### src/rtl/ipv4_decode.sv
// ipv4_decode: receive-side IPv4 header parser that forwards accepted payload bytes to tcp_decode.
// Build option: define IPV4_CHECKSUM_EN to verify the header checksum; otherwise the field is ignored.
module ipv4_decode #(
    parameter logic [31:0] LOCAL_IP = 32'hC0A80164
) (
    input  logic        clk,
    input  logic        rst,
    input  logic        valid,
    input  logic [7:0]  din,
    input  logic        last,
    output logic        out_valid,
    output logic [7:0]  dout,
    output logic        out_last,
    output logic [31:0] src_ip,
    output logic [31:0] dst_ip,
    output logic [15:0] total_len,
    output logic        done,
    output logic        err
);

    typedef enum logic [2:0] {
        S_HEADER,
        S_OPTIONS,
        S_PAYLOAD,
        S_PAD,
        S_DROP
    } state_t;

    localparam logic [31:0] BCAST_IP = 32'hFFFFFFFF;
    localparam logic [15:0] CNT_MAX  = 16'hFFFF;

    state_t      r_state;
    state_t      w_next;

    logic [15:0] r_cnt;
    logic [3:0]  r_ihl;
    logic [5:0]  r_frag_hi;
    logic [31:0] r_src;
    logic [31:0] r_dst;
    logic [15:0] r_tlen;

    logic        r_out_valid;
    logic [7:0]  r_dout;
    logic        r_out_last;
    logic        r_done;
    logic        r_err;

    logic        w_in_hdr;
    logic [15:0] w_hdr_len;
    logic        w_hdr_final;
    logic        w_no_payload;
    logic        w_payload_end;
    logic [31:0] w_dst_full;
    logic        w_check_fail;
    logic        w_csum_fail;

    logic        w_out_valid;
    logic        w_out_last;
    logic        w_done;
    logic        w_err;

    assign w_in_hdr      = (r_state == S_HEADER) || (r_state == S_OPTIONS);
    assign w_hdr_len     = {10'd0, r_ihl, 2'b00};
    assign w_hdr_final   = w_in_hdr && (r_cnt == w_hdr_len - 16'd1);
    assign w_no_payload  = (r_tlen == w_hdr_len);
    assign w_payload_end = (r_cnt == r_tlen - 16'd1);
    assign w_dst_full    = {r_dst[23:0], din};

`ifdef IPV4_CHECKSUM_EN
    // Ones-complement sum of 16-bit header words, carry folded back after every word.
    logic [15:0] r_csum;
    logic [7:0]  r_csum_hi;
    logic [15:0] w_csum_base;
    logic [16:0] w_csum_sum;
    logic [15:0] w_csum_fold;

    assign w_csum_base = (r_cnt == 16'd1) ? 16'd0 : r_csum;
    assign w_csum_sum  = {1'b0, w_csum_base} + {1'b0, r_csum_hi, din};
    assign w_csum_fold = w_csum_sum[15:0] + {15'd0, w_csum_sum[16]};
    assign w_csum_fail = (w_csum_fold != 16'hFFFF);

    always_ff @(posedge clk or negedge rst) begin
        if (!rst) begin
            r_csum    <= 16'd0;
            r_csum_hi <= 8'd0;
        end else if (valid && w_in_hdr) begin
            if (!r_cnt[0]) begin
                r_csum_hi <= din;
            end else begin
                r_csum <= w_csum_fold;
            end
        end
    end
`else
    assign w_csum_fail = 1'b0;
`endif

    // Each header check fires on the byte where its field is complete.
    always_comb begin
        // NOTE: every combinational output gets a default first so no path leaves it unassigned (no latch).
        w_check_fail = 1'b0;
        if (w_in_hdr) begin
            case (r_cnt)
                16'd0:   w_check_fail = (din[7:4] != 4'd4) || (din[3:0] < 4'd5);
                16'd3:   w_check_fail = ({r_tlen[15:8], din} < w_hdr_len);
                16'd7:   w_check_fail = (r_frag_hi != 6'd0) || (din != 8'd0);
                16'd9:   w_check_fail = (din != 8'd6);
                16'd19:  w_check_fail = (w_dst_full != LOCAL_IP) && (w_dst_full != BCAST_IP);
                default: w_check_fail = 1'b0;
            endcase
            if (w_hdr_final && w_csum_fail) begin
                w_check_fail = 1'b1;
            end
        end
    end

    always_ff @(posedge clk or negedge rst) begin
        if (!rst) begin
            // NOTE: sequential state uses non-blocking assignments so every flop samples pre-edge values.
            r_state <= S_HEADER;
        end else begin
            r_state <= w_next;
        end
    end

    always_comb begin
        w_next = r_state;
        if (valid) begin
            case (r_state)
                S_HEADER, S_OPTIONS: begin
                    if (w_check_fail) begin
                        w_next = last ? S_HEADER : S_DROP;
                    end else if (last) begin
                        w_next = S_HEADER;
                    end else if (w_hdr_final) begin
                        w_next = w_no_payload ? S_PAD : S_PAYLOAD;
                    end else if (r_cnt == 16'd19) begin
                        w_next = S_OPTIONS;
                    end
                end
                S_PAYLOAD: begin
                    if (last) begin
                        w_next = S_HEADER;
                    end else if (w_payload_end) begin
                        w_next = S_PAD;
                    end
                end
                S_PAD, S_DROP: begin
                    if (last) begin
                        w_next = S_HEADER;
                    end
                end
                default: w_next = S_HEADER;
            endcase
        end
    end

    // A last byte ahead of total_len-1 is a truncation wherever the packet is being tracked.
    always_comb begin
        w_out_valid = 1'b0;
        w_out_last  = 1'b0;
        w_done      = 1'b0;
        w_err       = 1'b0;
        if (valid) begin
            case (r_state)
                S_HEADER, S_OPTIONS: begin
                    if (w_check_fail) begin
                        w_err = 1'b1;
                    end else if (w_hdr_final) begin
                        if (last && !w_no_payload) begin
                            w_err = 1'b1;
                        end else begin
                            w_done = 1'b1;
                        end
                    end else if (last) begin
                        w_err = 1'b1;
                    end
                end
                S_PAYLOAD: begin
                    w_out_valid = 1'b1;
                    w_out_last  = w_payload_end;
                    w_err       = last && !w_payload_end;
                end
                default: begin
                    w_out_valid = 1'b0;
                end
            endcase
        end
    end

    // Byte counter restarts on every last byte, so the next accepted byte is byte 0.
    always_ff @(posedge clk or negedge rst) begin
        if (!rst) begin
            r_cnt     <= 16'd0;
            r_ihl     <= 4'd0;
            r_frag_hi <= 6'd0;
            r_src     <= 32'd0;
            r_dst     <= 32'd0;
            r_tlen    <= 16'd0;
        end else if (valid) begin
            if (last) begin
                r_cnt <= 16'd0;
            end else if (r_cnt != CNT_MAX) begin
                r_cnt <= r_cnt + 16'd1;
            end
            if (w_in_hdr) begin
                case (r_cnt)
                    16'd0:                      r_ihl        <= din[3:0];
                    16'd2:                      r_tlen[15:8] <= din;
                    16'd3:                      r_tlen[7:0]  <= din;
                    16'd6:                      r_frag_hi    <= din[5:0];
                    16'd12, 16'd13, 16'd14, 16'd15: r_src    <= {r_src[23:0], din};
                    16'd16, 16'd17, 16'd18, 16'd19: r_dst    <= {r_dst[23:0], din};
                    default: ;
                endcase
            end
        end
    end

    always_ff @(posedge clk or negedge rst) begin
        if (!rst) begin
            r_out_valid <= 1'b0;
            r_dout      <= 8'd0;
            r_out_last  <= 1'b0;
            r_done      <= 1'b0;
            r_err       <= 1'b0;
        end else begin
            r_out_valid <= w_out_valid;
            r_out_last  <= w_out_last;
            r_done      <= w_done;
            r_err       <= w_err;
            if (w_out_valid) begin
                r_dout <= din;
            end
        end
    end

    assign out_valid = r_out_valid;
    assign dout      = r_dout;
    assign out_last  = r_out_last;
    assign src_ip    = r_src;
    assign dst_ip    = r_dst;
    assign total_len = r_tlen;
    assign done      = r_done;
    assign err       = r_err;

endmodule

### config.mk
export PLATFORM = sky130hd
export DESIGN_NAME = ipv4_decode
export DESIGN_NICKNAME = d
export VERILOG_FILES = /design/src/rtl/ipv4_decode.sv
export SDC_FILE = /design/constraint.sdc
export NUM_CORES = 1
export LEC_CHECK = 0
export ABC_AREA = 1
export CAP_MARGIN = 20
export CORE_MARGIN = 2
export CORE_UTILIZATION = 50
export CTS_BUF_LIST = sky130_fd_sc_hd__clkbuf_8
export DETAILED_ROUTE_END_ITERATION = 8
export PLACE_DENSITY = 0.8
export SYNTH_ARGS = -nofsm -noshare
export SYNTH_HDL_FRONTEND = slang
export SYNTH_SLANG_ARGS = --single-unit
export TNS_END_PERCENT = 30
### constraint.sdc
create_clock -name clk -period 2.2 [get_ports clk]
set_input_delay 0.44 -clock clk [delete_from_list [all_inputs] [get_ports clk]]
set_output_delay 0.44 -clock clk [all_outputs]
set_load 0.01 [all_outputs]
==> impl_summary.txt, run 1 <==
----------------------------------------------------
[Power and ir drop]
  Leakage ... 4.32 nW
  Share of power burned in the clock network ... 21.8%
  Final Total Pwr ... 8.92 mW
  Switching share of total power ... 38.8%
  Peak supply drop ... 0.000529 V
  Power share of the sequential group ... 35.1%
  Internal power ... 5.46 mW
  Power Dens Cells ... 1030 nW/µm²
  Net switching power figure ... 3.46 mW
  Logic pwr share ... 43.2%

[Drt]
  Number of antenna-violating nets in the routed design ... 0
  Iteration count of the initial detailed-routing pass ... 5
  Avg WL per Cell ... 14.9 µm
  Sum of routed wire length over all layers ... 17100 µm
  Vias post-DR ... 5987
  Initial DRC count ... 512
  Post-route DRC ... 0
  Vias per cell ... 5.20

[Setup path]
  Crit Reg-Reg Endpoint ... r_state[1]$_DFFE_PN0P_
  Setup slack of the most critical reg-to-reg path ... 0.09 ns
  Largest stage delay on the critical path ... 0.46 ns
  Crit Path Max Fanout ... 5
  Reg-to-Reg Start ... r_cnt[14]$_DFFE_PN0P_
  Destination of the critical timing path ... r_state[1]$_DFFE_PN0P_
  CP startpoint ... r_cnt[14]$_DFFE_PN0P_
  Worst-path cell chain ... or2_1, nor2_2, nand4_2, nor2_2, nand3_1, nand2_1, nand2_1, nand2_1, buf_4, nand4_1, nand2_1
  Kind of cell with the highest combined delay on the critical path ... simple AND/OR/NAND/NOR gates
  Buffers plus inverters on the worst setup path ... 1
  Slowest cell on the critical path ... dfrtp_1
  Req. time, crit path ... 2.58 ns
  CP Launch Type ... flop
  Worst EP arrival ... 2.49 ns
  Levels on crit path ... 11
  Crit end category ... flop
  Path depth of the worst reg2reg path ... 11
  Most common cell on crit path ... nand2_1
  Category of the critical setup timing path ... reg2reg

[GRT]
  Via count of the first global-routing pass ... 5670
  Grt ovf ... 0
  Antenna violations before repair ... 0
  Maximum number of pins on one net before global-route repair ... 44
  First-pass GRT wire length ... 27900 µm
  Aggregate global-route resource usage ... 25.0%

[Synthesis]
  Number of synthesized flops with an enable pin ... 0
  Area of the mapped netlist ... 6600 µm²
  Post-synthesis sequential area ratio ... 45.9%
  Synth Instances ... 808
  Synthesized area per cell ... 8.17 µm²
  Count of cell types in the netlist ... 41
  Synthesis warning total ... 0
  Async S/R FF share, synth ... 100%
  Synthesized net count ... 829
  Main synth FF type ... dfrtp_1
  Flop and latch count out of synthesis ... 121

[Worst hold path]
  Worst hold path class ... reg2reg

[STA]
  Max Fclk ... 475 MHz
  Worst path setup slack after routing ... 0.0947 ns
  Total negative slack for setup checks ... 0 ns
  Pin slew with the least headroom to its limit ... 0.536 ns
  Hold Slack ... 0.491 ns
  Final Cycle Share ... 95.7%
  Setup-failing EPs final ... 0
  Final setup skew ... 0.00645 ns
  Time the final worst path needs with I/O delays and setup ... 2.11 ns
  Fin. Hold Viols ... 0
  Final Slew Violations ... 0
  Relative max-transition margin ... 64.3%

[Place]
  HPWL after detailed placement ... 12500 µm
  Cell area after placement ... 8180 µm²
  Gpl congestion ... 0.909
  Number of buffer cells added on primary ports ... 103
  Worst slack at placement ... -0.145 ns

[Cells and area]
  Final design instance area without fill ... 8700 µm²
  Area occupied by multi-input gates ... 3090 µm²
  Count of antenna diodes in the layout ... 0
  Number of filler instances in the final layout ... 958
  Sequential cell area in the final layout ... 3030 µm²
  Layout Area Growth over Synthesis ... 31.8%
  Fraction of final layout cells sized beyond drive strength 1 ... 14.9%
  Fin nets ... 988

[CTS]
  Maximum clock insertion buffer count ... 2
  Clock sink total ... 121
  CTS Root Buffer Type ... clkbuf_8
  CTS clk-pin slew, worst paths ... 0.07 ns
  H-tree level count ... 4
  Clock network latency to the later pin of the worst-skew pair ... 0.45 ns
  CTS tree ... built
  Clock buffer count from CTS ... 17

[Die]
  Standard-cell rows ... 41
  Die Span X ... 119 µm
  Total I/O pin count ... 104
  Area enclosed by the die boundary ... 14100 µm²
  Area of the core ... 12800 µm²
  Die Ht ... 119 µm
  Starting Density ... 51.7%

[Outcome]
  Status ... finished, final reports clean

[Run]
  Max Cap Violations ... 0

----------------------------------------------------
-- synth_stat cells (3+ instances only) --
library cell / number / area [µm²]
clkbuf_1: 7 / 26.3
nor2_2: 8 / 50.1
inv_1: 115 / 432
nand2_1: 198 / 743
dfrtp_1: 121 / 3030
nor2_1: 84 / 315
a31oi_1: 3 / 18.8
nand2_2: 3 / 18.8
nand3b_1: 5 / 37.5
buf_2: 5 / 25.0
nand3_1: 37 / 185
buf_6: 6 / 67.6
o21ai_0: 59 / 295
a21oi_1: 24 / 120
xor2_1: 9 / 78.8
and3_1: 3 / 18.8
xnor2_1: 10 / 87.6
or2_2: 4 / 25.0
mux2i_1: 21 / 210
nand4_1: 14 / 87.6
ha_1: 9 / 113
nor3_1: 17 / 85.1
mux2_4: 20 / 300
-- worst min-delay path, delay by kind of cell, from the launching register on --
family	cells	cell delay (ns)
flip-flops	1	0.35
buffers and inverters	1	0.05
multiplexers	1	0.07
-- sequential cells by signal, summed over array words and instances (netlist names) --
name       count
total_len     16
r_state        3
out_valid      1
dst_ip        32
done           1
r_cnt         16
err            1
r_frag_hi      6
dout           8
src_ip        32
out_last       1
r_ihl          4
-- cells by family (layout without fill, tap and decap cells) --
family	Yosys count	after routing	share of synthesized area, %
buffers and inverters	135	306	8.46
AO/OA/AOI/OAI	97	97	7.81
multiplexers	43	43	8.08
XOR/XNOR	19	19	2.52
flip-flops	121	121	45.9
AND/OR/NAND/NOR	384	384	25.5
adder cells (fa/ha/maj)	9	9	1.71
-- power by group through the flow --
| stage | registers [mW] | clock network (mW) | logic, mW |
|---|---|---|---|
| 3_3_place_gp | 3.13 | 0 | 3.58 |
| 2_1_floorplan | 3.19 | 0 | 1.93 |
| 4_1_cts | 3.10 | 1.96 | 3.72 |
| 5_1_grt | 3.19 | 2.06 | 4.31 |
| 6_report | 3.13 | 1.94 | 3.85 |
| 3_5_place_dp | 3.13 | 0 | 3.67 |
-- final cells by class --
class	instances	share of cell area, %
timing repair buffer	158	17.7
tap	172	2.47
sequential	121	34.9
inverter	117	5.05
clock buffer	18	2.85
clock inverter	13	1.54
multi-input combinational	552	35.6
-- placed cells by master (no fill, tap or decap), types with 6 or more instances in the layout --
| master | Yosys | routed |
|---|---|---|
| nor2_2 | 8 | 7 |
| nand3_1 | 37 | 35 |
| clkbuf_8 | 0 | 18 |
| buf_12 | 0 | 6 |
| ha_1 | 9 | 7 |
| buf_4 | 0 | 48 |
| mux2i_1 | 21 | 21 |
| nand2_1 | 198 | 196 |
| a21oi_1 | 24 | 24 |
| xnor2_1 | 10 | 10 |
| o21ai_0 | 59 | 58 |
| dfrtp_1 | 121 | 118 |
| xor2_1 | 9 | 8 |
| clkdlybuf4s50_1 | 0 | 102 |
| nor3_1 | 17 | 17 |
| mux2_4 | 20 | 20 |
| nor2_1 | 84 | 81 |
| nand4_1 | 14 | 14 |
| inv_1 | 115 | 115 |
-- how the worst min path moves through the flow --
stage               cells after the start              startpoint                      to  slack (ns)
finish                                  2  dst_ip[24]$_DFFE_PN0P_  dst_ip[24]$_DFFE_PN0P_        0.49
global route                            2  dst_ip[24]$_DFFE_PN0P_  dst_ip[24]$_DFFE_PN0P_        0.52
CTS                                     2  src_ip[31]$_DFFE_PN0P_  src_ip[31]$_DFFE_PN0P_        0.49
detailed placement                      1                     rst   r_cnt[13]$_DFFE_PN0P_        0.46
global placement                        1                     rst   r_cnt[11]$_DFFE_PN0P_        0.46
floorplan                               0                     rst          done$_DFF_PN0_        0.14
-- per-stage QoR --
| stage | std cells | util (%) |
|---|---|---|
| 6_report | 1151 | 68.1 |
| 5_1_grt | 1151 | 68.1 |
| 4_1_cts | 1148 | 67.2 |
| 3_5_place_dp | 1116 | 64.1 |
| 3_3_place_gp | 1116 | 64.1 |
| 2_1_floorplan | 808 | - |
-- metal layers --
layer | vias up | GRT usage [%] | routed length [µm]
li1 | 2912 | - | -
met1 | 2814 | 33.3 | 7580
met2 | 215 | 40.4 | 8050
met3 | 46 | 4.84 | 1010
met4 | 0 | 9.75 | 495
met5 | - | 0 | 0
-- repair_timing --
item / CTS / global route
setup buffers: 0 / 2
hold endpoints to repair: 33 / 0
hold buffers: 1 / 0
setup endpoints to repair: 2 / 34
gates cloned: 0 / 1
resized for setup: 1 / 23
pin swaps: 0 / 3
Power figures use the tool's default switching activity.
==> inputs of run 2 (changes only) <==
--- a/config.mk
+++ b/config.mk
@@ -8,10 +8,10 @@
 export ABC_AREA = 1
 export CAP_MARGIN = 20
 export CORE_MARGIN = 2
-export CORE_UTILIZATION = 50
+export CORE_UTILIZATION = 51
 export CTS_BUF_LIST = sky130_fd_sc_hd__clkbuf_8
 export DETAILED_ROUTE_END_ITERATION = 8
-export PLACE_DENSITY = 0.8
+export PLACE_DENSITY = 0.81
 export SYNTH_ARGS = -nofsm -noshare
 export SYNTH_HDL_FRONTEND = slang
 export SYNTH_SLANG_ARGS = --single-unit
==> run 2 against run 1 <==
Net effect: worst setup slack better by 0.0067 ns; cell area is 0.95% higher; flip-flop and latch count stayed put; sequential share of layout area is 0.29 points lower; first-iteration DRC count is 2.3% higher; die area is 1.9% lower; register-to-register slack better by 0.02 ns; critical path type is now reg2out.
==> impl_summary.txt, run 2 (same netlist as run 1, synthesis figures left out) <==
----------------------------------------------------
[CTS]
  CTS tree ... built
  Maximum clock insertion buffer count ... 2
  H-tree level count ... 4
  CTS clk-pin slew, worst paths ... 0.07 ns
  Clock sink total ... 121
  Clock network latency to the later pin of the worst-skew pair ... 0.45 ns
  Clock buffer count from CTS ... 17
  CTS Root Buffer Type ... clkbuf_8

[Drt]
  Sum of routed wire length over all layers ... 17300 µm
  Initial DRC count ... 524
  Avg WL per Cell ... 14.9 µm
  Iteration count of the initial detailed-routing pass ... 5
  Vias post-DR ... 6070
  Number of antenna-violating nets in the routed design ... 0
  Post-route DRC ... 0
  Vias per cell ... 5.24

[GRT]
  Maximum number of pins on one net before global-route repair ... 44
  Via count of the first global-routing pass ... 5743
  Aggregate global-route resource usage ... 25.4%
  Grt ovf ... 0
  First-pass GRT wire length ... 28100 µm
  Antenna violations before repair ... 0

[STA]
  Relative max-transition margin ... 71.6%
  Final setup skew ... 0.00808 ns
  Hold Slack ... 0.478 ns
  RSZ-0062 raised after global routing ... no
  Final Slew Violations ... 0
  Time the final worst path needs with I/O delays and setup ... 2.10 ns
  Setup-failing EPs final ... 0
  Max Fclk ... 476 MHz
  Fin. Hold Viols ... 0
  Pin slew with the least headroom to its limit ... 0.426 ns
  Final Cycle Share ... 95.4%

[Cells and area]
  Sequential cell area in the final layout ... 3040 µm²
  Final design instance area without fill ... 8780 µm²
  Layout Area Growth over Synthesis ... 33.0%
  Leading cell types in the layout, fill and taps excluded ... nand2_1 (195), inv_1 (115), dfrtp_1 (115), clkdlybuf4s50_1 (102), nor2_1 (78)
  Count of antenna diodes in the layout ... 0
  Area occupied by multi-input gates ... 3120 µm²
  Fraction of final layout cells sized beyond drive strength 1 ... 16.5%
  Number of filler instances in the final layout ... 1019
  Fin nets ... 997
  Most common cell after layout, fill and taps aside ... nand2_1

[Setup path]
  Crit end category ... primary output
  Most common cell on crit path ... buf_4
  Largest stage delay on the critical path ... 0.49 ns
  Worst EP arrival ... 1.66 ns
  Levels on crit path ... 3
  Reg-to-Reg Start ... r_cnt[0]$_DFFE_PN0P_
  CP Launch Type ... flop
  Setup slack of the most critical reg-to-reg path ... 0.11 ns
  Buffers plus inverters on the worst setup path ... 3
  Slowest cell on the critical path ... clkdlybuf4s50_1
  Req. time, crit path ... 1.76 ns
  Crit Path Max Fanout ... 4
  Category of the critical setup timing path ... reg2out
  Worst-path cell chain ... buf_4, buf_4, clkdlybuf4s50_1
  Crit Reg-Reg Endpoint ... dst_ip[18]$_DFFE_PN0P_
  Kind of cell with the highest combined delay on the critical path ... buffers and inverters
  Path depth of the worst reg2reg path ... 9

[Power and ir drop]
  Leakage ... 4.36 nW
  Power Dens Cells ... 1040 nW/µm²
  Peak supply drop ... 0.000588 V

[Place]
  Number of buffer cells added on primary ports ... 103
  Cell area after placement ... 8170 µm²
  HPWL after detailed placement ... 12600 µm
  Gpl congestion ... 0.912

[Die]
  Total I/O pin count ... 104
  Die Ht ... 118 µm
  Area of the core ... 12600 µm²
  Standard-cell rows ... 41
  Area enclosed by the die boundary ... 13900 µm²
  Starting Density ... 52.3%
  Die Span X ... 118 µm

[Worst hold path]
  Worst hold path class ... in2async

[Run]
  Max Cap Violations ... 0

[Outcome]
  Status ... finished, final reports clean

----------------------------------------------------
==> run 2: metrics by stage <==
step / power [mW] / TNS (ns) / std cells / utilization (%) / setup slack (ns)
after floorplan: 5.12 / 0 / 808 / - / 0.184
after global placement: 6.67 / -0.269 / 1116 / 64.7 / -0.0861
after detailed placement: 6.79 / -0.574 / 1116 / 64.7 / -0.175
after CTS: 8.81 / 0 / 1148 / 68.1 / 0.0167
after global routing: 9.68 / 0 / 1159 / 69.6 / 0.00349
final: 9.09 / 0 / 1159 / 69.6 / 0.101
==> run 2: how the worst max path moves through the flow <==
stage,start,endpoint,slack [ns]
6_report,total_len[3]$_DFFE_PN0P_,total_len[3],0.10
5_1_grt,total_len[1]$_DFFE_PN0P_,r_state[1]$_DFFE_PN0P_,0.003
4_1_cts,total_len[1]$_DFFE_PN0P_,r_state[1]$_DFFE_PN0P_,0.02
3_5_place_dp,din[4],r_state[2]$_DFFE_PN0P_,-0.17
3_3_place_gp,din[5],r_state[2]$_DFFE_PN0P_,-0.09
2_1_floorplan,r_cnt[0]$_DFFE_PN0P_,src_ip[10]$_DFFE_PN0P_,0.18
==> run 2: metal layers <==
metal / global-route usage, % / up-vias / part of all wire (%)
met1: 33.5 / 2884 / 45
met3: 5.62 / 39 / 5.8
met5: 0 / - / 0
met4: 9.71 / 0 / 2.3
li1: - / 2932 / -
met2: 41.1 / 215 / 47
==> run 2: layout make-up <==
class                   instances  area share, %
clock buffers                  20           3.14
repair buffers                167           18.1
inverters                     117           5.00
multi-input cells             552           35.6
well taps                     172           2.45
clock inverters                10           1.20
flip-flops and latches        121           34.6
==> run 2: power by group <==
part	switching, mW	internal (mW)	leakage, nW	total (mW)
Sequential	0.494	2.65	1.58	3.14
Clock	0.867	1.07	0.200	1.93
Combinational	2.13	1.88	2.58	4.01
==> run 2: timing repair <==
action / CTS / global route
pin swaps: 3 / 7
gates resized for setup: 5 / 33
setup buffers: 1 / 10
endpoints found under the hold margin: 27 / 0
setup endpoints to repair: 5 / 26
hold buffers: 1 / 0
gates cloned: 0 / 1
